==> src/rtl/ins_fetch_mem_pkg.sv <==
// ins_mem_pkg: shared definitions for the instruction fetch memory.
//   fetch_state_t    - fetch FSM states
//   IMG_FLD_*_OFF    - per-field index offsets of the power-up image
//   img_lsb()        - bit position of an image field for a given REG_W
//   img_field()      - value of an image field for a given word index
//   LATENCY_MIN/MAX  - legal read latency range
//   CNT_W            - latency counter width (covers 0..LATENCY_MAX-1)
package ins_mem_pkg;

  typedef enum logic [1:0] {
    IDLE = 2'd0,
    BUSY = 2'd1,
    HOLD = 2'd2
  } fetch_state_t;

  // Field 0 is the low field, field 2 the high field. Each field holds
  // (word index + offset) mod 2**REG_W.
  localparam int IMG_FLD_LO_OFF  = 2;
  localparam int IMG_FLD_MID_OFF = 1;
  localparam int IMG_FLD_HI_OFF  = 0;

  localparam int LATENCY_MIN = 1;
  localparam int LATENCY_MAX = 4;
  localparam int CNT_W       = 2;

  function automatic int unsigned img_lsb(input int unsigned reg_w,
                                          input int unsigned fld);
    return fld * reg_w;
  endfunction

  function automatic int unsigned img_field(input int unsigned idx,
                                            input int unsigned off,
                                            input int unsigned reg_w);
    return (idx + off) & ((32'd1 << reg_w) - 32'd1);
  endfunction

endpackage

==> src/rtl/ins_fetch_mem_if.sv <==
// ins_fetch_mem_if: fetch request/response handshake plus program-load
// write port between the fetch logic (master) and ins_fetch_mem (slave).
//   req_valid/req_ready/req_addr - fetch request
//   rsp_valid/rsp_ready/ins      - fetch response
//   prog_we/prog_addr/prog_data  - run-time program load
interface ins_fetch_mem_if #(
  parameter int ADDR_W = 8,
  parameter int DATA_W = 16
);
  logic              req_valid;
  logic              req_ready;
  logic [ADDR_W-1:0] req_addr;
  logic              rsp_valid;
  logic              rsp_ready;
  logic [DATA_W-1:0] ins;
  logic              prog_we;
  logic [ADDR_W-1:0] prog_addr;
  logic [DATA_W-1:0] prog_data;

  modport master (
    output req_valid, req_addr, rsp_ready, prog_we, prog_addr, prog_data,
    input  req_ready, rsp_valid, ins
  );

  modport slave (
    input  req_valid, req_addr, rsp_ready, prog_we, prog_addr, prog_data,
    output req_ready, rsp_valid, ins
  );
endinterface

==> src/rtl/ins_fetch_mem_array.sv <==
// ins_mem_array: single-write, single-read synchronous RAM.
//   clk, rst      - clock; rst clears only the read data register
//   we/waddr/wdata - write port, every rising edge with we=1
//   re/raddr/rdata - registered read, updated only when re=1
// Contents come up holding the default register-index image and are never
// touched by rst. A read and write to the same address on one edge returns
// the new data.
module ins_mem_array
  import ins_mem_pkg::*;
#(
  parameter int ADDR_W = 8,
  parameter int DATA_W = 16,
  parameter int REG_W  = 3
) (
  input  logic              clk,
  input  logic              rst,
  input  logic              we,
  input  logic [ADDR_W-1:0] waddr,
  input  logic [DATA_W-1:0] wdata,
  input  logic              re,
  input  logic [ADDR_W-1:0] raddr,
  output logic [DATA_W-1:0] rdata
);

  localparam int DEPTH = 2**ADDR_W;

  typedef logic [DEPTH-1:0][DATA_W-1:0] image_t;

  function automatic image_t default_image();
    image_t img;
    img = '0;
    for (int i = 0; i < DEPTH; i++) begin
      img[i][img_lsb(REG_W, 0) +: REG_W] = REG_W'(img_field(i, IMG_FLD_LO_OFF,  REG_W));
      img[i][img_lsb(REG_W, 1) +: REG_W] = REG_W'(img_field(i, IMG_FLD_MID_OFF, REG_W));
      img[i][img_lsb(REG_W, 2) +: REG_W] = REG_W'(img_field(i, IMG_FLD_HI_OFF,  REG_W));
    end
    return img;
  endfunction

  // Power-up image only; there is deliberately no reset path for contents.
  image_t mem = default_image();

  always_ff @(posedge clk) begin
    if (we) begin
      mem[waddr] <= wdata;
    end
  end

  always_ff @(posedge clk or posedge rst) begin
    if (rst) begin
      rdata <= '0;
    end else if (re) begin
      rdata <= (we && (waddr == raddr)) ? wdata : mem[raddr];
    end
  end

endmodule

==> src/rtl/ins_fetch_mem.sv <==
// ins_fetch_mem: instruction memory with a LATENCY-cycle registered read and
// a request/valid handshake, single outstanding request.
//   clk  - clock, rising edge
//   rst  - asynchronous active-high reset of control state (not contents)
//   bus  - ins_fetch_mem_if slave: fetch request, response, program load
//
// state | meaning
// ------+-----------------------------------------------------------------
// IDLE  | ready for a request (unless a program write is in progress)
// BUSY  | request latched, counting down latency; read issued when cnt=0
// HOLD  | ins valid and held until the consumer takes it
module ins_fetch_mem
  import ins_mem_pkg::*;
#(
  parameter int ADDR_W  = 8,
  parameter int DATA_W  = 16,
  parameter int REG_W   = 3,
  parameter int LATENCY = 1
) (
  input logic clk,
  input logic rst,
  ins_fetch_mem_if.slave bus
);

  if (LATENCY < LATENCY_MIN || LATENCY > LATENCY_MAX) begin : g_lat_chk
    $error("ins_fetch_mem: LATENCY must be within 1..4");
  end
  if (3 * REG_W > DATA_W) begin : g_reg_chk
    $error("ins_fetch_mem: three REG_W fields do not fit in DATA_W");
  end

  fetch_state_t      state, state_nxt;
  logic [CNT_W-1:0]  cnt, cnt_nxt;
  logic [ADDR_W-1:0] addr_q, addr_nxt;
  logic              rd_en;
  logic              req_ready;
  logic              rsp_valid;
  logic [DATA_W-1:0] rd_data;

  always_ff @(posedge clk or posedge rst) begin
    if (rst) begin
      state  <= IDLE;
      cnt    <= '0;
      addr_q <= '0;
    end else begin
      state  <= state_nxt;
      cnt    <= cnt_nxt;
      addr_q <= addr_nxt;
    end
  end

  always_comb begin
    state_nxt = state;
    cnt_nxt   = cnt;
    addr_nxt  = addr_q;
    rd_en     = 1'b0;
    req_ready = 1'b0;
    rsp_valid = 1'b0;
    unique case (state)
      IDLE: begin
        // A program write blocks acceptance so the two never share an edge.
        req_ready = ~bus.prog_we;
        if (bus.req_valid && !bus.prog_we) begin
          addr_nxt  = bus.req_addr;
          cnt_nxt   = CNT_W'(LATENCY - 1);
          state_nxt = BUSY;
        end
      end
      BUSY: begin
        if (cnt == '0) begin
          rd_en     = 1'b1;
          state_nxt = HOLD;
        end else begin
          cnt_nxt = cnt - 1'b1;
        end
      end
      HOLD: begin
        rsp_valid = 1'b1;
        if (bus.rsp_ready) begin
          state_nxt = IDLE;
        end
      end
      default: state_nxt = IDLE;
    endcase
  end

  ins_mem_array #(
    .ADDR_W (ADDR_W),
    .DATA_W (DATA_W),
    .REG_W  (REG_W)
  ) u_array (
    .clk   (clk),
    .rst   (rst),
    .we    (bus.prog_we),
    .waddr (bus.prog_addr),
    .wdata (bus.prog_data),
    .re    (rd_en),
    .raddr (addr_q),
    .rdata (rd_data)
  );

  assign bus.req_ready = req_ready;
  assign bus.rsp_valid = rsp_valid;
  assign bus.ins       = rd_data;

endmodule

==> src/flat_wrapper.sv <==
// flat-port wrapper written by rule: the top's interface ports become plain ports
module ins_fetch_mem_flat import ins_mem_pkg::*;
#(
  parameter int ADDR_W  = 8,
  parameter int DATA_W  = 16,
  parameter int REG_W   = 3,
  parameter int LATENCY = 1
)
  (clk, rst, bus_req_valid, bus_req_addr, bus_rsp_ready, bus_prog_we, bus_prog_addr, bus_prog_data, bus_req_ready, bus_rsp_valid, bus_ins);
  ins_fetch_mem_if #(.ADDR_W(ADDR_W), .DATA_W(DATA_W)) bus_i ();
  input logic clk;
  input logic rst;
  input wire logic [$bits(bus_i.req_valid)-1:0] bus_req_valid;
  input wire logic [$bits(bus_i.req_addr)-1:0] bus_req_addr;
  input wire logic [$bits(bus_i.rsp_ready)-1:0] bus_rsp_ready;
  input wire logic [$bits(bus_i.prog_we)-1:0] bus_prog_we;
  input wire logic [$bits(bus_i.prog_addr)-1:0] bus_prog_addr;
  input wire logic [$bits(bus_i.prog_data)-1:0] bus_prog_data;
  output wire logic [$bits(bus_i.req_ready)-1:0] bus_req_ready;
  output wire logic [$bits(bus_i.rsp_valid)-1:0] bus_rsp_valid;
  output wire logic [$bits(bus_i.ins)-1:0] bus_ins;
  assign bus_i.req_valid = bus_req_valid;
  assign bus_i.req_addr = bus_req_addr;
  assign bus_i.rsp_ready = bus_rsp_ready;
  assign bus_i.prog_we = bus_prog_we;
  assign bus_i.prog_addr = bus_prog_addr;
  assign bus_i.prog_data = bus_prog_data;
  assign bus_req_ready = bus_i.req_ready;
  assign bus_rsp_valid = bus_i.rsp_valid;
  assign bus_ins = bus_i.ins;
  ins_fetch_mem #(.ADDR_W(ADDR_W), .DATA_W(DATA_W), .REG_W(REG_W), .LATENCY(LATENCY)) u_core (.clk(clk), .rst(rst), .bus(bus_i));
endmodule
==> config.mk <==
export PLATFORM = sky130hd
export DESIGN_NAME = ins_fetch_mem_flat
export DESIGN_NICKNAME = d
export VERILOG_FILES = /design/src/rtl/ins_fetch_mem_pkg.sv /design/src/rtl/ins_fetch_mem_if.sv /design/src/rtl/ins_fetch_mem_array.sv /design/src/rtl/ins_fetch_mem.sv /design/src/flat_wrapper.sv
export SDC_FILE = /design/constraint.sdc
export NUM_CORES = 2
export LEC_CHECK = 0
export ABC_CLOCK_PERIOD_IN_PS = 3000
export BUFFER_PORTS_ARGS = -buffer_cell sky130_fd_sc_hd__buf_4
export CAP_MARGIN = 0
export CORE_UTILIZATION = 55
export DETAILED_ROUTE_END_ITERATION = 7
export PLACE_DENSITY = 0.69
export SETUP_SLACK_MARGIN = 0.4
export SYNTH_ARGS = -nofsm -noshare
export SYNTH_HDL_FRONTEND = slang
export SYNTH_SLANG_ARGS = --single-unit
==> constraint.sdc <==
create_clock -name clk -period 3 [get_ports clk]
set_input_delay 0.15 -clock clk [delete_from_list [all_inputs] [get_ports clk]]
set_output_delay 0.15 -clock clk [all_outputs]
set_load 0.03 [all_outputs]
==> key figures <==
STA
  – Worst slew pin tran: about 1.1 ns
  – Post-route setup slack: -0.198 ns
  – Max frequency: between 0.3 and 0.4 GHz
  – Slew Viols, Final: 0
  – # setup viols final: 16
  – Unrepaired setup endpoints after global routing: yes
  – Final Hold Viols: 0
  – Final Skew: between 0.06 and 0.07 ns
  – Final TNS setup: -2.02 ns
  – Post-route clock period utilization: 1.07
  – Post-route minimum period: ~3.2 ns
  – Slew HR: 0.238

Finish
  – Multi-input logic area: between 0.03 and 0.04 mm2
  – Nets: slightly below 9000
  – Fraction of layout cells with a size suffix above 1: 0.294
  – Final Non-Filler Cells: ~13000
  – FF+latch area: ~0.12 mm2
  – Fillers: ~18000
  – P&R area growth vs syn: 17.5%
  – Design area: between 0.15 and 0.2 mm2

Worst setup path
  – CP required: roughly 3.8 ns
  – Reg2reg path depth: 13
  – Critical path's slowest cell: nor3_1
  – Cell Chain, Critical Path: buf_12 > buf_12 > buf_12 > buf_12 > nand2b_2 > buf_12 > buf_4 > o22ai_1 > nor3_1 > a31oi_1 > and3_1 > buf_12 > o31ai_4
  – Most used cell, CP: buf_12
  – Worst flop-to-flop path startpoint: u_core.addr_q[1]$_DFFE_PP0P_
  – Max incr delay on CP: ~0.47 ns
  – Setup crit end kind: register
  – Setup Crit Path Kind: reg -> reg
  – CP Data Arrival Time: about 4.0 ns
  – Critical Path Fanout Max: 20
  – Reg-to-reg endpoint: u_core.u_array.rdata[12]$_DFFE_PP0P_
  – R2R setup slack: -0.20 ns
  – Worst setup SP type: register
  – CP Launch Point: u_core.addr_q[1]$_DFFE_PP0P_

Synth
  – Mapped cell area: about 0.16 mm2
  – Ys async rst share: 0.00679
  – Gate count of the mapped netlist: roughly 7500
  – Syn avg cell area: approximately 21 um2
  – Flop and latch count out of synthesis: a little over 4000
  – Syn_nets: roughly 7500
  – Prevailing post-synth register cell: edfxtp_1
  – Post-synth EDFFs: between 4000 and 5000
  – Library cells used by synthesis: 62
  – Sequential fraction of the synthesis area: 0.779
  – Synth warn: 0

Clock tree
  – Worst-path clk slew: 0.07 ns
  – CTS Root Cell: clkbuf_16
  – CTS tree: built
  – Clk sinks: about 4100
  – TritonCTS buffer count: slightly below 400
  – Max Buffers Root-to-Sink: 4
  – H-tree depth: 5
  – Clk Latency, worst-skew pair: between 0.9 and 1 ns

Global route
  – Largest net degree at the start of global routing: ~120
  – GR Util All Layers: 0.287
  – Global-route wire length before repair: roughly 590000 um
  – Vias in the first global route: 81792
  – Initial antenna violation count: 29
  – Total global routing overflow: 0

Floorplan
  – Row count: about 200
  – Die Footprint: 0.291 mm2
  – I/O pins: between 50 and 60
  – Core footprint: 0.286 mm2
  – Die Width: about 540 um
  – Chip Height: between 500 and 600 um
  – Initial Util: 0.555

Power
  – Cell Pwr Density: 882 mW/mm2
  – Switching pwr: 49.5 mW
  – Internal power: 115 mW
  – Clk pwr share: 0.301
  – Peak supply drop: 680 uV
  – Static leakage: between 60 and 70 nW
  – Switching Fraction: 0.301
  – Flop pwr share: 0.391
  – Overall power: between 150 and 200 mW
  – Combinational Power Share: 0.308

Detailed routing
  – TritonRoute pass-1 iters: 8
  – Drt wl/cell: about 33 um
  – Remaining DRCs: 0
  – Total Wirelength: 424000 um
  – Via density: around 6.5
  – Post-route ant nets: 0
  – Starting DRT DRC Count: about 12000
  – Via count: approximately 83000

Placement
  – Final HPWL DP: approximately 260000 um
  – Final RePlAce weighted congestion: 0.944
  – Dpl cells: 11859
  – Post-DP Area: between 0.15 and 0.2 mm2
  – Port bufs: 54

Min path
  – Hold Path Origin: bus_prog_addr[7]
  – Hold worst-path end: u_core.u_array.mem[3326]$_DFFE_PP_
  – Worst hold path type: in -> reg
  – Hold path depth: 4

Outcome
  – Failing checks: negative setup slack
  – Status: finished, violations left

Run
  – Max_cap viols: 0
[power by group through the flow]
stage | clock, mW | combinational [mW] | sequential, mW
after floorplan | 0 | 26.8 | 65.2
after global placement | 0 | 45.9 | 65.4
after detailed placement | 0 | 46.2 | 65.5
after CTS | 49.9 | 48.4 | 64.2
after global routing | 52.1 | 52.3 | 64.2
final | 49.5 | 50.7 | 64.2
[worst max-delay path by stage]
stage | to | cells after the start | slack, ns
floorplan | u_core.u_array.mem[448]$_DFFE_PP_ | 5 | 0.45
global placement | u_core.u_array.rdata[2]$_DFFE_PP0P_ | 7 | -0.74
detailed placement | u_core.u_array.rdata[2]$_DFFE_PP0P_ | 7 | -0.71
CTS | u_core.u_array.rdata[1]$_DFFE_PP0P_ | 11 | -0.13
global route | u_core.u_array.rdata[15]$_DFFE_PP0P_ | 12 | -0.19
finish | u_core.u_array.rdata[12]$_DFFE_PP0P_ | 13 | -0.20
[placed cells by master (no fill, tap or decap), types with 24 or more instances in the layout]
cell type | Yosys | final
and3_1 | 28 | 27
o21ai_0 | 33 | 27
edfxtp_1 | 4096 | 4096
o22ai_1 | 189 | 175
nand2_1 | 71 | 61
dlygate4sd3_1 | 0 | 42
nor2_2 | 1 | 24
bufinv_16 | 0 | 44
buf_12 | 8 | 164
nand4_1 | 66 | 66
clkbuf_16 | 0 | 413
nor3_1 | 62 | 49
nor2b_1 | 30 | 25
clkinv_1 | 2 | 61
buf_4 | 110 | 879
clkinv_2 | 0 | 82
clkbuf_1 | 127 | 77
mux4_2 | 714 | 714
mux2i_1 | 703 | 703
a22oi_1 | 307 | 268
buf_6 | 44 | 30
a22oi_2 | 0 | 39
o221ai_1 | 28 | 26
nor2_1 | 365 | 340
a21oi_1 | 48 | 48
[synth_stat cells (33+ instances only)]
library cell / n / area share
o22ai_1: 189 / 0.0074
o21ai_0: 33 / 0.0010
buf_2: 119 / 0.0038
nand2_1: 71 / 0.0017
a22oi_1: 307 / 0.015
edfxtp_1: 4096 / 0.77
a21oi_1: 48 / 0.0015
nor2_1: 365 / 0.0086
clkbuf_1: 127 / 0.0030
buf_6: 44 / 0.0031
mux2i_1: 703 / 0.044
nor3_1: 62 / 0.0020
nand4_1: 66 / 0.0026
mux4_2: 714 / 0.10
buf_4: 110 / 0.0052
[logic make-up (layout without fill, tap and decap cells)]
group / Yosys count / after routing / synth area share
flip-flops: 4124 / 4124 / 0.779
multiplexers: 1424 / 1424 / 0.146
AO/OA/AOI/OAI: 770 / 770 / 0.0349
AND/OR/NAND/NOR: 719 / 725 / 0.0219
buffers and inverters: 437 / 1882 / 0.0173
XOR/XNOR: 8 / 8 / 0.000441
adder cells (fa/ha/maj): 1 / 1 / 0.0000788
other: 0 / 15 / 0
[worst max-delay path, delay by kind of cell, from the launching register on]
family / cells / cell delay, ns
AOI/OAI and AO/OA: 3 / 0.39
buffers and inverters: 7 / 1.27
DFF: 1 / 0.46
and+or+nand+nor: 3 / 0.96
[flip-flops by register name (all words and copies together), names as in the netlist]
register,cells
u_core.u_array.mem,4096
u_core.u_array.rdata,16
u_core.addr_q,8
u_core.cnt,2
u_core.state,2
[per-layer routing]
layer | up-vias | wire [um] | GRT usage
met5 | - | 201 | 0
met2 | 4992 | 200000 | 0.447
met3 | 759 | 47300 | 0.0672
met1 | 43480 | 160000 | 0.400
met4 | 16 | 15900 | 0.103
li1 | 33764 | - | -
[cell type report]
type                       instances  area share
timing repair buffer            1165      0.0632
clock buffer                     483      0.0560
sequential                      4124       0.663
inverter                           8    0.000181
antenna                           15    0.000201
multi-input combinational       2928       0.179
clock inverter                   226      0.0125
tap                             3762      0.0252
[per-stage QoR]
stage / utilization / setup slack [ns] / hold WS (ns)
after detailed placement: 0.598 / -0.713 / 0.310
after global placement: 0.598 / -0.737 / 0.300
final: 0.652 / -0.198 / 0.114
after global routing: 0.651 / -0.190 / 0.0863
after CTS: 0.648 / -0.133 / 0.0532
after floorplan: - / 0.451 / 0.215
[what timing repair did]
item / 4_1_cts / 5_1_grt
setup buffers: 38 / 29
hold buffers: 42 / 0
endpoints found under the hold margin: 1615 / 0
gates cloned: 8 / 11
resized for setup: 124 / 120
endpoints found under the setup margin: 16 / 17
pin swaps: 32 / 36
Power figures use the tool's default switching activity.
